### src/rtl/e203_csr_pkg.sv
// rtl/e203_csr_pkg.sv - CSR indices, constant read values and field positions for the E203 M-mode CSR bank
package e203_csr_pkg;

  localparam logic [11:0] CSR_MSTATUS       = 12'h300;
  localparam logic [11:0] CSR_MISA          = 12'h301;
  localparam logic [11:0] CSR_MIE           = 12'h304;
  localparam logic [11:0] CSR_MTVEC         = 12'h305;
  localparam logic [11:0] CSR_MCOUNTINHIBIT = 12'h320;
  localparam logic [11:0] CSR_MSCRATCH      = 12'h340;
  localparam logic [11:0] CSR_MEPC          = 12'h341;
  localparam logic [11:0] CSR_MCAUSE        = 12'h342;
  localparam logic [11:0] CSR_MTVAL         = 12'h343;
  localparam logic [11:0] CSR_MCYCLE        = 12'hB00;
  localparam logic [11:0] CSR_MINSTRET      = 12'hB02;
  localparam logic [11:0] CSR_MCYCLEH       = 12'hB80;
  localparam logic [11:0] CSR_MINSTRETH     = 12'hB82;
  localparam logic [11:0] CSR_MVENDORID     = 12'hF11;
  localparam logic [11:0] CSR_MARCHID       = 12'hF12;
  localparam logic [11:0] CSR_MIMPID        = 12'hF13;
  localparam logic [11:0] CSR_MHARTID       = 12'hF14;

  localparam logic [31:0] MISA_VAL    = 32'h4000_1104;
  localparam logic [31:0] MSTATUS_MPP = 32'h0000_1800;
  localparam logic [31:0] MIE_MASK    = 32'h0000_0888;

  localparam int MSTATUS_MIE  = 3;
  localparam int MSTATUS_MPIE = 7;
  localparam int CNTINH_CY    = 0;
  localparam int CNTINH_IR    = 2;

  // Indices with [11:10]==2'b11 are architecturally read-only.
  function automatic logic is_ro_space(input logic [11:0] idx);
    return idx[11:10] == 2'b11;
  endfunction

endpackage

### src/rtl/e203_csr_cnt64.sv
// rtl/e203_csr_cnt64.sv - 64-bit CSR counter with independent low/high half writes
module e203_csr_cnt64 (
  input  logic        clk,
  input  logic        rst,
  input  logic        inc,
  input  logic        wr_lo,
  input  logic        wr_hi,
  input  logic [31:0] wdata,
  output logic [63:0] cnt
);

  always_ff @(posedge clk) begin
    if (rst) begin
      cnt <= 64'd0;
    end else if (wr_lo) begin
      // Low-half write suppresses the increment, so nothing carries into high.
      cnt[31:0] <= wdata;
    end else if (wr_hi) begin
      // Low keeps counting; its carry-out is lost under the high-half write.
      cnt[63:32] <= wdata;
      cnt[31:0]  <= cnt[31:0] + {31'd0, inc};
    end else if (inc) begin
      cnt <= cnt + 64'd1;
    end
  end

endmodule

### src/rtl/e203_csr_regs.sv
// rtl/e203_csr_regs.sv - E203 machine-mode CSR bank; counters built only with E203_CSR_CNT_EN
module e203_csr_regs
  import e203_csr_pkg::*;
#(
  parameter logic [31:0] HART_ID   = 32'd0,
  parameter logic [31:0] MTVEC_RST = 32'h0000_0000
) (
  input  logic        clk,
  input  logic        rst,
  input  logic        csr_ena,
  input  logic        csr_wr_en,
  input  logic        csr_rd_en,
  input  logic [11:0] csr_idx,
  input  logic [31:0] wbck_csr_dat,
  output logic [31:0] read_csr_dat,
  output logic        csr_access_ilgl,
  input  logic        cmt_trap_ena,
  input  logic [31:0] cmt_epc,
  input  logic [31:0] cmt_cause,
  input  logic [31:0] cmt_tval,
  input  logic        cmt_mret_ena,
  input  logic        cmt_instret_ena,
  output logic        status_mie_r,
  output logic [31:0] mie_r,
  output logic [31:0] mtvec_r,
  output logic [31:0] mepc_r
);

  logic        mstatus_mpie;
  logic [31:0] mscratch_r;
  logic [31:0] mcause_r;
  logic [31:0] mtval_r;
  logic [31:0] mstatus_val;
  logic [31:0] rd_raw;
  logic        csr_impl;
  logic        csr_wr;

  logic unused_epc0;
  assign unused_epc0 = cmt_epc[0];

  assign csr_access_ilgl = csr_ena & (~csr_impl | (csr_wr_en & is_ro_space(csr_idx)));
  assign csr_wr          = csr_ena & csr_wr_en & ~csr_access_ilgl;

  always_comb begin
    mstatus_val               = MSTATUS_MPP;
    mstatus_val[MSTATUS_MIE]  = status_mie_r;
    mstatus_val[MSTATUS_MPIE] = mstatus_mpie;
  end

`ifdef E203_CSR_CNT_EN
  logic        inhibit_cy;
  logic        inhibit_ir;
  logic [63:0] mcycle;
  logic [63:0] minstret;
  logic [31:0] mcountinhibit_val;

  always_ff @(posedge clk) begin
    if (rst) begin
      inhibit_cy <= 1'b0;
      inhibit_ir <= 1'b0;
    end else if (csr_wr && (csr_idx == CSR_MCOUNTINHIBIT)) begin
      inhibit_cy <= wbck_csr_dat[CNTINH_CY];
      inhibit_ir <= wbck_csr_dat[CNTINH_IR];
    end
  end

  always_comb begin
    mcountinhibit_val            = 32'd0;
    mcountinhibit_val[CNTINH_CY] = inhibit_cy;
    mcountinhibit_val[CNTINH_IR] = inhibit_ir;
  end

  e203_csr_cnt64 u_mcycle (
    .clk   (clk),
    .rst   (rst),
    .inc   (~inhibit_cy),
    .wr_lo (csr_wr & (csr_idx == CSR_MCYCLE)),
    .wr_hi (csr_wr & (csr_idx == CSR_MCYCLEH)),
    .wdata (wbck_csr_dat),
    .cnt   (mcycle)
  );

  e203_csr_cnt64 u_minstret (
    .clk   (clk),
    .rst   (rst),
    .inc   (cmt_instret_ena & ~inhibit_ir),
    .wr_lo (csr_wr & (csr_idx == CSR_MINSTRET)),
    .wr_hi (csr_wr & (csr_idx == CSR_MINSTRETH)),
    .wdata (wbck_csr_dat),
    .cnt   (minstret)
  );
`else
  logic unused_instret;
  assign unused_instret = cmt_instret_ena;
`endif

  always_comb begin
    csr_impl = 1'b1;
    rd_raw   = 32'd0;
    case (csr_idx)
      CSR_MSTATUS:   rd_raw = mstatus_val;
      CSR_MISA:      rd_raw = MISA_VAL;
      CSR_MIE:       rd_raw = mie_r;
      CSR_MTVEC:     rd_raw = mtvec_r;
      CSR_MSCRATCH:  rd_raw = mscratch_r;
      CSR_MEPC:      rd_raw = mepc_r;
      CSR_MCAUSE:    rd_raw = mcause_r;
      CSR_MTVAL:     rd_raw = mtval_r;
      CSR_MVENDORID: rd_raw = 32'd0;
      CSR_MARCHID:   rd_raw = 32'd0;
      CSR_MIMPID:    rd_raw = 32'd0;
      CSR_MHARTID:   rd_raw = HART_ID;
`ifdef E203_CSR_CNT_EN
      CSR_MCOUNTINHIBIT: rd_raw = mcountinhibit_val;
      CSR_MCYCLE:        rd_raw = mcycle[31:0];
      CSR_MCYCLEH:       rd_raw = mcycle[63:32];
      CSR_MINSTRET:      rd_raw = minstret[31:0];
      CSR_MINSTRETH:     rd_raw = minstret[63:32];
`endif
      default:       csr_impl = 1'b0;
    endcase
  end

  assign read_csr_dat = (csr_ena & csr_rd_en & ~csr_access_ilgl) ? rd_raw : 32'd0;

  // Commit-side events outrank the CSR write only on the registers they touch.
  always_ff @(posedge clk) begin
    if (rst) begin
      status_mie_r <= 1'b0;
      mstatus_mpie <= 1'b0;
      mie_r        <= 32'd0;
      mtvec_r      <= {MTVEC_RST[31:2], 2'b00};
      mscratch_r   <= 32'd0;
      mepc_r       <= 32'd0;
      mcause_r     <= 32'd0;
      mtval_r      <= 32'd0;
    end else begin
      if (cmt_trap_ena) begin
        status_mie_r <= 1'b0;
        mstatus_mpie <= status_mie_r;
      end else if (cmt_mret_ena) begin
        status_mie_r <= mstatus_mpie;
        mstatus_mpie <= 1'b1;
      end else if (csr_wr && (csr_idx == CSR_MSTATUS)) begin
        status_mie_r <= wbck_csr_dat[MSTATUS_MIE];
        mstatus_mpie <= wbck_csr_dat[MSTATUS_MPIE];
      end

      if (cmt_trap_ena) begin
        mepc_r   <= {cmt_epc[31:1], 1'b0};
        mcause_r <= cmt_cause;
        mtval_r  <= cmt_tval;
      end else if (csr_wr) begin
        if (csr_idx == CSR_MEPC)   mepc_r   <= {wbck_csr_dat[31:1], 1'b0};
        if (csr_idx == CSR_MCAUSE) mcause_r <= wbck_csr_dat;
        if (csr_idx == CSR_MTVAL)  mtval_r  <= wbck_csr_dat;
      end

      if (csr_wr) begin
        if (csr_idx == CSR_MIE)      mie_r      <= wbck_csr_dat & MIE_MASK;
        if (csr_idx == CSR_MTVEC)    mtvec_r    <= {wbck_csr_dat[31:2], 2'b00};
        if (csr_idx == CSR_MSCRATCH) mscratch_r <= wbck_csr_dat;
      end
    end
  end

endmodule
### config.mk
export PLATFORM = sky130hd
export DESIGN_NAME = e203_csr_regs
export DESIGN_NICKNAME = d
export VERILOG_FILES = /design/src/rtl/e203_csr_pkg.sv /design/src/rtl/e203_csr_cnt64.sv /design/src/rtl/e203_csr_regs.sv
export SDC_FILE = /design/constraint.sdc
export NUM_CORES = 1
export LEC_CHECK = 0
export BUFFER_PORTS_ARGS = -buffer_cell sky130_fd_sc_hd__buf_2
export CORE_AREA = 8 8 200 202
export CTS_BUF_LIST = sky130_fd_sc_hd__clkbuf_8
export CTS_CLUSTER_DIAMETER = 50
export CTS_CLUSTER_SIZE = 16
export DETAILED_ROUTE_END_ITERATION = 8
export DIE_AREA = 0 0 208 210
export SLEW_MARGIN = 20
export SYNTH_ARGS = -nofsm -noshare
export SYNTH_HDL_FRONTEND = slang
export SYNTH_SLANG_ARGS = --single-unit
### constraint.sdc
create_clock -name clk -period 2.87 [get_ports clk]
set_clock_uncertainty 0.1 [all_clocks]
set_input_delay 0.4305 -clock clk [delete_from_list [all_inputs] [get_ports clk]]
set_output_delay 0.4305 -clock clk [all_outputs]
set_load 0.005 [all_outputs]
======== After elaboration in Yosys (flattened, before gate mapping) ========
Index checks and enable logic that the tools add are counted.
storage, ports and cells
  register bits after elaboration ......... 162
  bits in latches ......................... 0
  memory bits (writable) .................. 0
  memory bits (read-only) ................. 0
  output and inout port bits .............. 130
  word-level logic and storage cells ...... 62
  memories ................................ 0
cells by class
  $add $sub $neg .......................... 0
  $mul .................................... 0
  divide/modulo/power cells ............... 0
  $lt $le $gt $ge ......................... 0
  equal/unequal tests ..................... 13
  shift operators ......................... 0
  mux-type cells .......................... 17
  bitwise operators ....................... 9
  reduce and logical (&&, ||, !) cells .... 15
operator list
  operator                                               count
  2-to-1 mux 32 bit                                      10
  case mux 32 bit (8 select lines)                       1
  equality test 12 x 10 -> 1 bit, second input constant  8
  equality test 12 bit, second input constant            4
  AND reduction 2 bit                                    6
  OR reduction 12 bit                                    1
  nonzero test 2 bit                                     5
  AND 1 bit                                              6
  2-to-1 mux 1 bit                                       6
  nonzero test 3 bit                                     1
  equality test 2 bit, second input constant             1
  inverter 1 bit                                         2
  OR reduction 2 bit                                     1
  logical AND 1 bit                                      1
  OR 1 bit                                               1

======== Depth between registers and ports, before layout ========
Gate-level depths: netlist of the first run.
  depth after elaboration ................. 12
  gate-level depth with buffers ........... 7
  depth with buffers taken out ............ 4

======== Worst setup path after synthesis of the first run ========
Ideal clock, no wire load.
  path kind ............................... input to output
  start ................................... in csr_idx[0]
  end ..................................... out read_csr_dat[18]
  arrival ................................. 2.053 ns
  setup slack ............................. 0.287 ns
  stages .................................. 6
  cell sequence ........................... buf_2 -> buf_1 -> clkbuf_1 -> mux2_2 -> a222oi_1 -> a21oi_2
between the ends
  word-level cells in the longest chain between the ends .. 9
  elaborated cells between the ends (all ways) .. 21
  those cells by class .................... eq/ne: 12; mux: 3; bitwise: 5; reduce/logical: 1
ends and longest elaborated chain
  element                                                                        line                  RTL
  from (decl)                                                                    e203_csr_regs.sv:13   input logic [11:0] csr_idx,
  equality test 12 x 10 -> 1 bit / equality test 12 bit (equally long branches)  e203_csr_regs.sv:100  case (csr_idx)
  OR reduction 12 bit (no line)                                                  --
  2-to-1 mux 1 bit                                                               e203_csr_regs.sv:100
  inverter 1 bit                                                                 e203_csr_regs.sv:41   assign csr_access_ilgl = csr_ena & (~csr_impl | (csr_wr_en & is_ro_space(csr_idx)));
  OR 1 bit                                                                       e203_csr_regs.sv:41
  AND 1 bit                                                                      e203_csr_regs.sv:41
  inverter 1 bit                                                                 e203_csr_regs.sv:124  assign read_csr_dat = (csr_ena & csr_rd_en & ~csr_access_ilgl) ? rd_raw : 32'd0;
  AND 1 bit                                                                      e203_csr_regs.sv:124
  2-to-1 mux 32 bit *                                                            e203_csr_regs.sv:124
  to (decl)                                                                      e203_csr_regs.sv:15   output logic [31:0] read_csr_dat,
Every way passes the cells marked *; elsewhere a longest branch is shown, timed or not.

======== Worst setup path after layout of the first run ========
  start ................................... in csr_idx[4]
  end ..................................... out read_csr_dat[4]
Same word-level chain as after synthesis.

==> results of run 1 <==
[kinds of logic (layout without fill, tap and decap cells)]
logic type	after synthesis	after routing	synth area share, %
simple gates	162	162	9.877
flops	162	162	35.86
other cells	1	34	0.04146
mux	44	44	5.353
buf+inv	267	454	13.04
compound gates	485	486	35.83
[stage by stage]
step | worst slack (ps) | cell area (um^2) | hold slack (ps)
finish | 79.61 | 11460 | 75.36
global route | 1.326 | 11450 | 59.02
CTS | 2.123 | 11370 | 39.06
detailed placement | -90.68 | 10990 | 365.8
global placement | -80.98 | 10990 | 361.6
floorplan | 286.9 | 9161 | 350.9
[report_power, final]
part / internal [mW] / total (mW) / leakage (nW) / switching (mW)
clock: 0.739 / 1.65 / 0.183 / 0.913
combinational: 0.288 / 0.724 / 3.10 / 0.436
sequential: 2.34 / 2.39 / 1.33 / 0.0531
total: 3.37 / 4.77 / 4.61 / 1.40
[metal layers]
metal | GRT usage (%) | vias to the layer above
met5 | 0 | -
met4 | 6.730 | 2
met3 | 5.035 | 67
met2 | 30.52 | 549
met1 | 23.03 | 5037
li1 | - | 4608
[Yosys cell counts (2+ instances only)]
cell       instances  share of area, %
dfxtp_1          162                36
o21ai_0          162               9.0
clkbuf_1         103               4.3
inv_1             98               4.1
a221oi_1          95               9.2
a21oi_1           72               4.0
nand3_1           68               3.8
a31oi_1           58               4.0
a41oi_1           41               4.0
buf_4             34               2.8
nand2_1           31               1.3
buf_2             28               1.5
mux2_2            25               3.1
a222oi_1          23               2.5
mux2i_1           18               2.0
a21oi_2           16               1.5
nor2_1            16              0.66
nand4_1            6              0.42
nand2b_1           4              0.28
nor2b_1            4              0.28
nor4bb_1           4              0.44
a2111oi_0          3              0.29
and2_1             3              0.21
nor3_1             3              0.17
nor3_2             3              0.33
nor4_1             3              0.21
o22ai_1            3              0.21
or3_1              3              0.21
a211o_1            2              0.19
a22oi_1            2              0.17
and4_1             2              0.19
buf_1              2             0.083
buf_6              2              0.25
nand4bb_1          2              0.25
nor4_4             2              0.47
nor4b_1            2              0.19
o21a_1             2              0.17
o31a_1             2              0.19
or4_1              2              0.17
[cell type report]
class                   instances  area [um^2]
fillers                      3995        25500
repair buffers                326         2059
diodes                          2        5.005
clock inverters                10        88.84
multi-input cells             724         4827
inverters                      98        367.9
well taps                     474        593.1
flip-flops and latches        162         3243
clock buffers                  20        275.3
[what timing repair did]
action / 4_1_cts / 5_1_grt
setup endpoints to repair: 20 / 12
buffers inserted: 0 / 4
cloned: 0 / 2
pin swaps: 0 / 6
resized for setup: 3 / 6
[worst max-delay path, stage by stage]
cell and delay (ps):
buf_2 100, or3_1 410, or3_4 390, a211o_4 440, buf_4 200, a21oi_1 140, buf_2 140
[sequential cells by signal, indices dropped and copies added (netlist names)]
register	count
mcause_r	32
mscratch_r	32
mtval_r	32
mepc_r	31
mtvec_r	30
mie_r	3
mstatus_mpie	1
status_mie_r	1
[worst paths after layout]
| kind | startpoint | end | slack [ps] | cells past startpoint |
|---|---|---|---|---|
| worst min register to register | mscratch_r[4] | mscratch_r[4] | 380 | 2 |
| worst min-delay path | cmt_epc[30] | mepc_r[30] | 80 | 3 |
| worst max register to register | mepc_r[31] | mepc_r[31] | 1870 | 2 |
| worst max-delay path | csr_idx[4] | read_csr_dat[4] | 80 | 7 |
==> results.cfg, run 1 <==
[die]
coreArea_um2 = 36960
rows = 71
ios = 278
dieArea_um2 = 43680
dieWidth_um = 208
die_h_um = 210
start_util_pct = 24.48

[pwr]
cellLeakagePower_nw = 4.610
vdd_ir_drop_max_uv = 377.7
finalPower_mw = 4.768
powerDensity_nw_per_um2 = 416.1

[route]
wire_per_inst_um = 23.74
firstDrtPassIters = 9
drt_iter0_markers = 1252
maxUsedRoutingLayer = met5
wl_met2_mm = 20.24
wl_met1_mm = 18.24
vias = 10260
drc_errors = 1
routed-wl-met3_mm = 3.556
ant_nets = 0
vias_per_cell = 5.651
drt-total-wl_mm = 43.11

[status]
outcome = finished, violations left
violations = DRC

[yosys]
syn_inst = 1121
synth_ff_type = dfxtp_1
synth_edf_count = 0
syn_area_per_cell_um2 = 8.069
synth_seq_area_share_pct = 35.86
yosys_warnings = 0
async_reset_ff_share_pct = 0
synth_seq_cells = 162
synth_cell_types = 49
syn-cell-area_um2 = 9045

[finish]
final_core_util_pct = 31.01
drive_gt1_share_pct = 31.34
final_cell_mix = buf_2, o21ai_0, dfxtp_1
instances_no_fill = 1816
nets = 1477
area_delta_synth_final_pct = 26.70
final_common_cell = buf_2

[global_route]
grt_pass1_vias = 10240
grt-ovfl-total = 0
grt_pass1_wl_mm = 63.06
grt_usage_pct = 18.52
antenna_found_initial = 3
grt_max_degree = 80

[setup_path]
criticalPathCategory = primary input to output port
startpoint_type = primary input
crit_fanout = 5
critPathRequiredTime_ps = 2340
endpoint_kind = output port
critPathArrivalTime_ps = 2260

[timing]
setup_violations = 0
hold_viol = 0
fmax_mhz = 358.4
post-route-period-util_pct = 97.23
tightest_slew_ps = 934.2
setup_tns_ps = 0
grt_setup_unrepaired = false
drv_slew = 0
relSlewSlack_pct = 37.72
fin_crit_ps = 2790

[clocking]
hold_buffers = 0
cts_buffers = 17
numClockSinks = 162
clockBufferDepth = 2
tritoncts = yes
clkTransAtPathRegs_ps = 100
insertion_delay_ps = 500
cts-root-buf = clkbuf_8
htree_levels = 4

[place]
place_hpwl_mm = 29.57
numPortBuffers = 243
gp_congestion = 0.8736
place_inst = 1779

[run]
max_cap_viol_count = 0

[hold_path]
hp-class = primary input to flop
(Power assumes the default switching activity.)
==> inputs of run 2 (changes only) <==
--- a/config.mk
+++ b/config.mk
@@ -8,2 +8,3 @@
 export BUFFER_PORTS_ARGS = -buffer_cell sky130_fd_sc_hd__buf_2
+export CAP_MARGIN = 5
 export CORE_AREA = 8 8 200 202
--- a/constraint.sdc
+++ b/constraint.sdc
@@ -4,2 +4,2 @@
 set_output_delay 0.4305 -clock clk [all_outputs]
-set_load 0.005 [all_outputs]
+set_load 0.01 [all_outputs]
==> run 2 against run 1 <==
Effect of this change:
- the run now ends clean
- sequential power hardly changed
- final cell count is 0.22% higher
- hold slack better by 13 ps
- global-route usage is 0.12 points higher
- worst setup slack worse by 44 ps
- register-to-register slack better by 20 ps
- largest power group unchanged
==> results.cfg, run 2 (synthesized netlist as in run 1, its figures left out) <==
[place]
gp_congestion = 0.8696
placed_cell_area_um2 = 11010
numPortBuffers = 243
place_hpwl_mm = 29.95

[clocking]
numClockSinks = 162
clockBufferDepth = 2
insertion_delay_ps = 480
clkTransAtPathRegs_ps = 100
htree_levels = 4
tritoncts = yes
cts-root-buf = clkbuf_8
hold_buffers = 0
cts_buffers = 17

[setup_path]
criticalPathCategory = primary input to output port
critPathArrivalTime_ps = 2300
critPathRequiredTime_ps = 2340
crit_fanout = 17
startpoint_type = primary input
endpoint_kind = output port
crit_path_max_incr_delay_ps = 500
path_cells = buf_2, buf_4, nor4bb_1, nand4_1, a211o_4, buf_4, a21oi_1, buf_2
slowest_stage = a211o_4

[finish]
final_core_util_pct = 30.99
area_delta_synth_final_pct = 26.61
nets = 1479
design_area_um2 = 11450
top_regs = mcause_r (32), mscratch_r (32), mtval_r (32)
drive_gt1_share_pct = 31.74
final_cell_mix = buf_2, o21ai_0, dfxtp_1
final_common_cell = buf_2

[timing]
drv_slew = 0
post-route-period-util_pct = 98.75
grt_setup_unrepaired = true
hold_viol = 0
relSlewSlack_pct = 61.21
tightest_slew_ps = 565.7
fin_crit_ps = 2834
setup_violations = 0
fmax_mhz = 352.8

[die]
dieWidth_um = 208
ios = 278
die_h_um = 210
coreArea_um2 = 36960
rows = 71
start_util_pct = 24.48
dieArea_um2 = 43680

[route]
drc_errors = 0
drt_iter0_markers = 1084
vias = 10280
firstDrtPassIters = 5
drt-total-wl_mm = 43.12
vias_per_cell = 5.646
ant_nets = 0
wire_per_inst_um = 23.69

[global_route]
grt-ovfl-total = 0
grt_usage_pct = 18.64
grt_pass1_wl_mm = 63.53
grt_max_degree = 75
antenna_found_initial = 4
grt_pass1_vias = 10250

[pwr]
vdd_ir_drop_max_uv = 266.0
powerDensity_nw_per_um2 = 419.8
cellLeakagePower_nw = 4.603

[run]
max_cap_viol_count = 0

[status]
outcome = finished clean

[hold_path]
hp-class = primary input to flop
## run 2: area by class of cell
| cell class | count | area (um^2) |
|---|---|---|
| fill | 3976 | 25500 |
| multi-input combinational | 724 | 4832 |
| sequential | 162 | 3243 |
| timing repair buffer | 328 | 2048 |
| tap | 474 | 593.1 |
| inverter | 98 | 367.9 |
| clock buffer | 18 | 247.7 |
| clock inverter | 12 | 110.1 |
| antenna | 4 | 10.01 |
## run 2: worst max-delay path, delay by kind of cell
kind | cells | cell delay [ps]
AOI/OAI and AO/OA | 2 | 650
buffers and inverters | 4 | 650
and+or+nand+nor | 2 | 560
## run 2: report_power, final
part | total [mW] | internal, mW | leakage, nW | switching [mW]
Sequential | 2.39 | 2.34 | 1.33 | 0.0540
Combinational | 0.751 | 0.292 | 3.10 | 0.459
Clock | 1.66 | 0.700 | 0.173 | 0.961
Total | 4.81 | 3.33 | 4.60 | 1.47
## run 2: what timing repair did
item | 4_1_cts | 5_1_grt
gates resized for setup | 2 | 9
pin swaps | 1 | 3
endpoints found under the setup margin | 24 | 20
cloned | 0 | 1
buffers inserted | 0 | 1
## run 2: routing by layer
layer | global-route usage (%) | routed length (um) | up-vias
met4 | 7.097 | 1051 | 2
met2 | 30.38 | 20250 | 556
met3 | 3.995 | 3669 | 60
li1 | - | - | 4606
met1 | 23.99 | 18130 | 5051
met5 | 0 | 12 | -
## run 2: worst paths after layout
check,slack (ps),startpoint,endpoint,depth (start not counted)
max,40,csr_idx[6],read_csr_dat[4],8
min,90,cmt_cause[21],mcause_r[21],3
min reg2reg,380,mscratch_r[3],mscratch_r[3],2
max reg2reg,1890,mepc_r[12],mepc_r[12],2
## run 2: metrics by stage
step	hold WS (ps)	setup TNS [ps]	power [mW]	setup slack, ps	instances
2_1_floorplan	350.9	0	2.851	256.6	1152
3_3_place_gp	358.4	-562.1	3.171	-88.93	1784
3_5_place_dp	366.3	-794.0	3.185	-107.4	1784
4_1_cts	44.04	0	4.834	0.6624	1814
5_1_grt	61.38	-42.71	5.014	-28.87	1819
6_report	88.29	0	4.807	35.74	1820
==> inputs of run 3 (changes only) <==
- CTS_BUF_LIST: sky130_fd_sc_hd__clkbuf_8 -> sky130_fd_sc_hd__clkbuf_16
- CTS_CLUSTER_DIAMETER: 50 -> not set
- SETUP_SLACK_MARGIN: not set -> 0.1
==> run 3 against run 2 <==
Effect of this change:
- worst setup slack better by 91 ps
- via count is 0.28% higher
- cell area is 3.3% higher
- power is 11% higher
- global-route usage hardly changed
==> results.cfg, run 3 (synthesized netlist as in run 1, its figures left out) <==
[pwr]
p_clk_share_pct = 41.1
p_sw_share_pct = 28.67
vdd_ir_drop_max_uv = 391.4
combPwrFrac_pct = 14.2
seqPwrFrac_pct = 44.7
powerDensity_nw_per_um2 = 452.9
p_sw_mw = 1.537
cellLeakagePower_nw = 4.757
intPower_mw = 3.823

[die]
start_util_pct = 24.48
rows = 71
dieArea_um2 = 43680
ios = 278
dieWidth_um = 208
die_h_um = 210
coreArea_um2 = 36960

[place]
placed_cell_area_um2 = 11010
place_inst = 1784
gp_congestion = 0.8696
numPortBuffers = 243
place_hpwl_mm = 29.95

[route]
vias = 10300
drt-total-wl_mm = 43.56
drc_errors = 0
firstDrtPassIters = 5
wire_per_inst_um = 23.86
drt_iter0_markers = 1174
vias_per_cell = 5.643
ant_nets = 0

[finish]
drive_gt1_share_pct = 32.32
design_area_um2 = 11830
area_delta_synth_final_pct = 30.82
final_common_cell = buf_2
final_cell_mix = buf_2, o21ai_0, dfxtp_1
instances_no_fill = 1826
final_core_util_pct = 32.02
top_regs = mcause_r (32), mscratch_r (32), mtval_r (32)
n_fill_cell = 3935
nets = 1486

[setup_path]
startpoint_type = primary input
reg2reg_slack_ps = 1900
critPathRequiredTime_ps = 2340
r2r_cells = 3
crit_path_max_incr_delay_ps = 460
slowest_stage = a211o_4
critPathArrivalTime_ps = 2210
path_cells = clkbuf_4, mux2_2, or3_4, a211o_4, buf_12, a31oi_4, buf_6
path_depth = 7
crit_fanout = 9
reg2reg_from = status_mie_r
crit_buf_inv = 3
cp_top_family = compound AO/OA/AOI/OAI gates
endpoint_kind = output port
worstReg2RegEnd = mstatus_mpie
criticalPathCategory = primary input to output port

[global_route]
top_usage_layer = met2
grt-ovfl-total = 0
grt_usage_pct = 18.69
antenna_found_initial = 4
gr-usage-met1_pct = 23.80
use_met3_pct = 4.292
use_met2_pct = 30.52
grt_pass1_vias = 10370
grt_pass1_wl_mm = 63.75
grt_max_degree = 75

[clocking]
cts_buffers = 17
insertion_delay_ps = 430
clockBufferDepth = 2
tritoncts = yes
numClockSinks = 162
cts-root-buf = clkbuf_16
hold_buffers = 0
htree_levels = 4
clkTransAtPathRegs_ps = 70

[hold_path]
whs_path_depth = 3
min_to = mepc_r[15]
hp-class = primary input to flop
worst_hold_startpoint = cmt_epc[15]

[timing]
grt_setup_unrepaired = true
relSlewSlack_pct = 60.75
fin_crit_ps = 2744
tightest_slew_ps = 572.4
post-route-period-util_pct = 95.60
drv_slew = 0
setup_violations = 0
hold_viol = 0
fmax_mhz = 364.5

[status]
outcome = finished clean

[run]
max_cap_viol_count = 0
[run 3: cell count changes in the layout (fill, tap and decap cells not counted), moves of 2 or more]
| cell | previous run | this run |
|---|---|---|
| clkbuf_16 | 0 | 20 |
| clkbuf_4 | 0 | 2 |
| and4_2 | 2 | 0 |
| a21oi_1 | 69 | 67 |
| buf_2 | 240 | 236 |
| buf_6 | 3 | 10 |
| and4_4 | 0 | 2 |
| a31oi_4 | 0 | 2 |
| a31oi_1 | 58 | 56 |
| clkbuf_8 | 18 | 0 |
[run 3: area by class of cell]
cell class,instances,area [um^2],share of cell area (%)
multi-input cells,723,4877,41.22
flip-flops and latches,162,3243,27.41
repair buffers,336,2205,18.63
well taps,474,593.1,5.012
clock buffers,17,425.4,3.595
inverters,98,367.9,3.109
clock inverters,13,113.9,0.9622
diodes,3,7.507,0.06345
[run 3: worst min-delay path, cell delays in order]
cell      delay [ps]
buf_2             90
inv_1             40
a221oi_1          70
[run 3: worst max-delay path by stage]
stage,startpoint,endpoint,slack [ps]
floorplan,csr_idx[4],read_csr_dat[0],260
global placement,csr_idx[4],read_csr_dat[31],-90
detailed placement,csr_idx[4],read_csr_dat[31],-110
CTS,csr_idx[2],read_csr_dat[0],90
global route,csr_idx[4],read_csr_dat[26],80
finish,csr_idx[1],read_csr_dat[29],130
[run 3: metrics by stage]
step	hold slack, ps	power [mW]	TNS (ps)	setup slack (ps)
floorplan	350.9	2.851	0	256.6
global placement	358.4	3.171	-562.1	-88.93
detailed placement	366.3	3.185	-794.0	-107.4
CTS	117.8	5.389	0	92.80
global route	130.2	5.563	0	79.28
finish	138.9	5.359	0	126.3
[run 3: routing by layer]
metal / vias to the layer above / share of wire [%]
met5: - / 0.028
met2: 548 / 48
met4: 2 / 2.5
met3: 60 / 7.6
li1: 4626 / -
met1: 5068 / 42
[run 3: repair_timing]
item                       4_1_cts  5_1_grt
resized for setup               14       18
gates cloned                     0        3
setup buffers                    3        3
hold endpoints to repair         0        0
pin swaps                        4        6
setup endpoints to repair       29       23
[run 3: power by group through the flow]
stage          Combinational [mW]  Sequential (mW)  Clock, mW
3_5_place_dp                0.738             2.45          0
2_1_floorplan               0.408             2.44          0
6_report                    0.760             2.40       2.20
4_1_cts                     0.744             2.40       2.25
5_1_grt                     0.822             2.40       2.34
3_3_place_gp                0.728             2.44          0
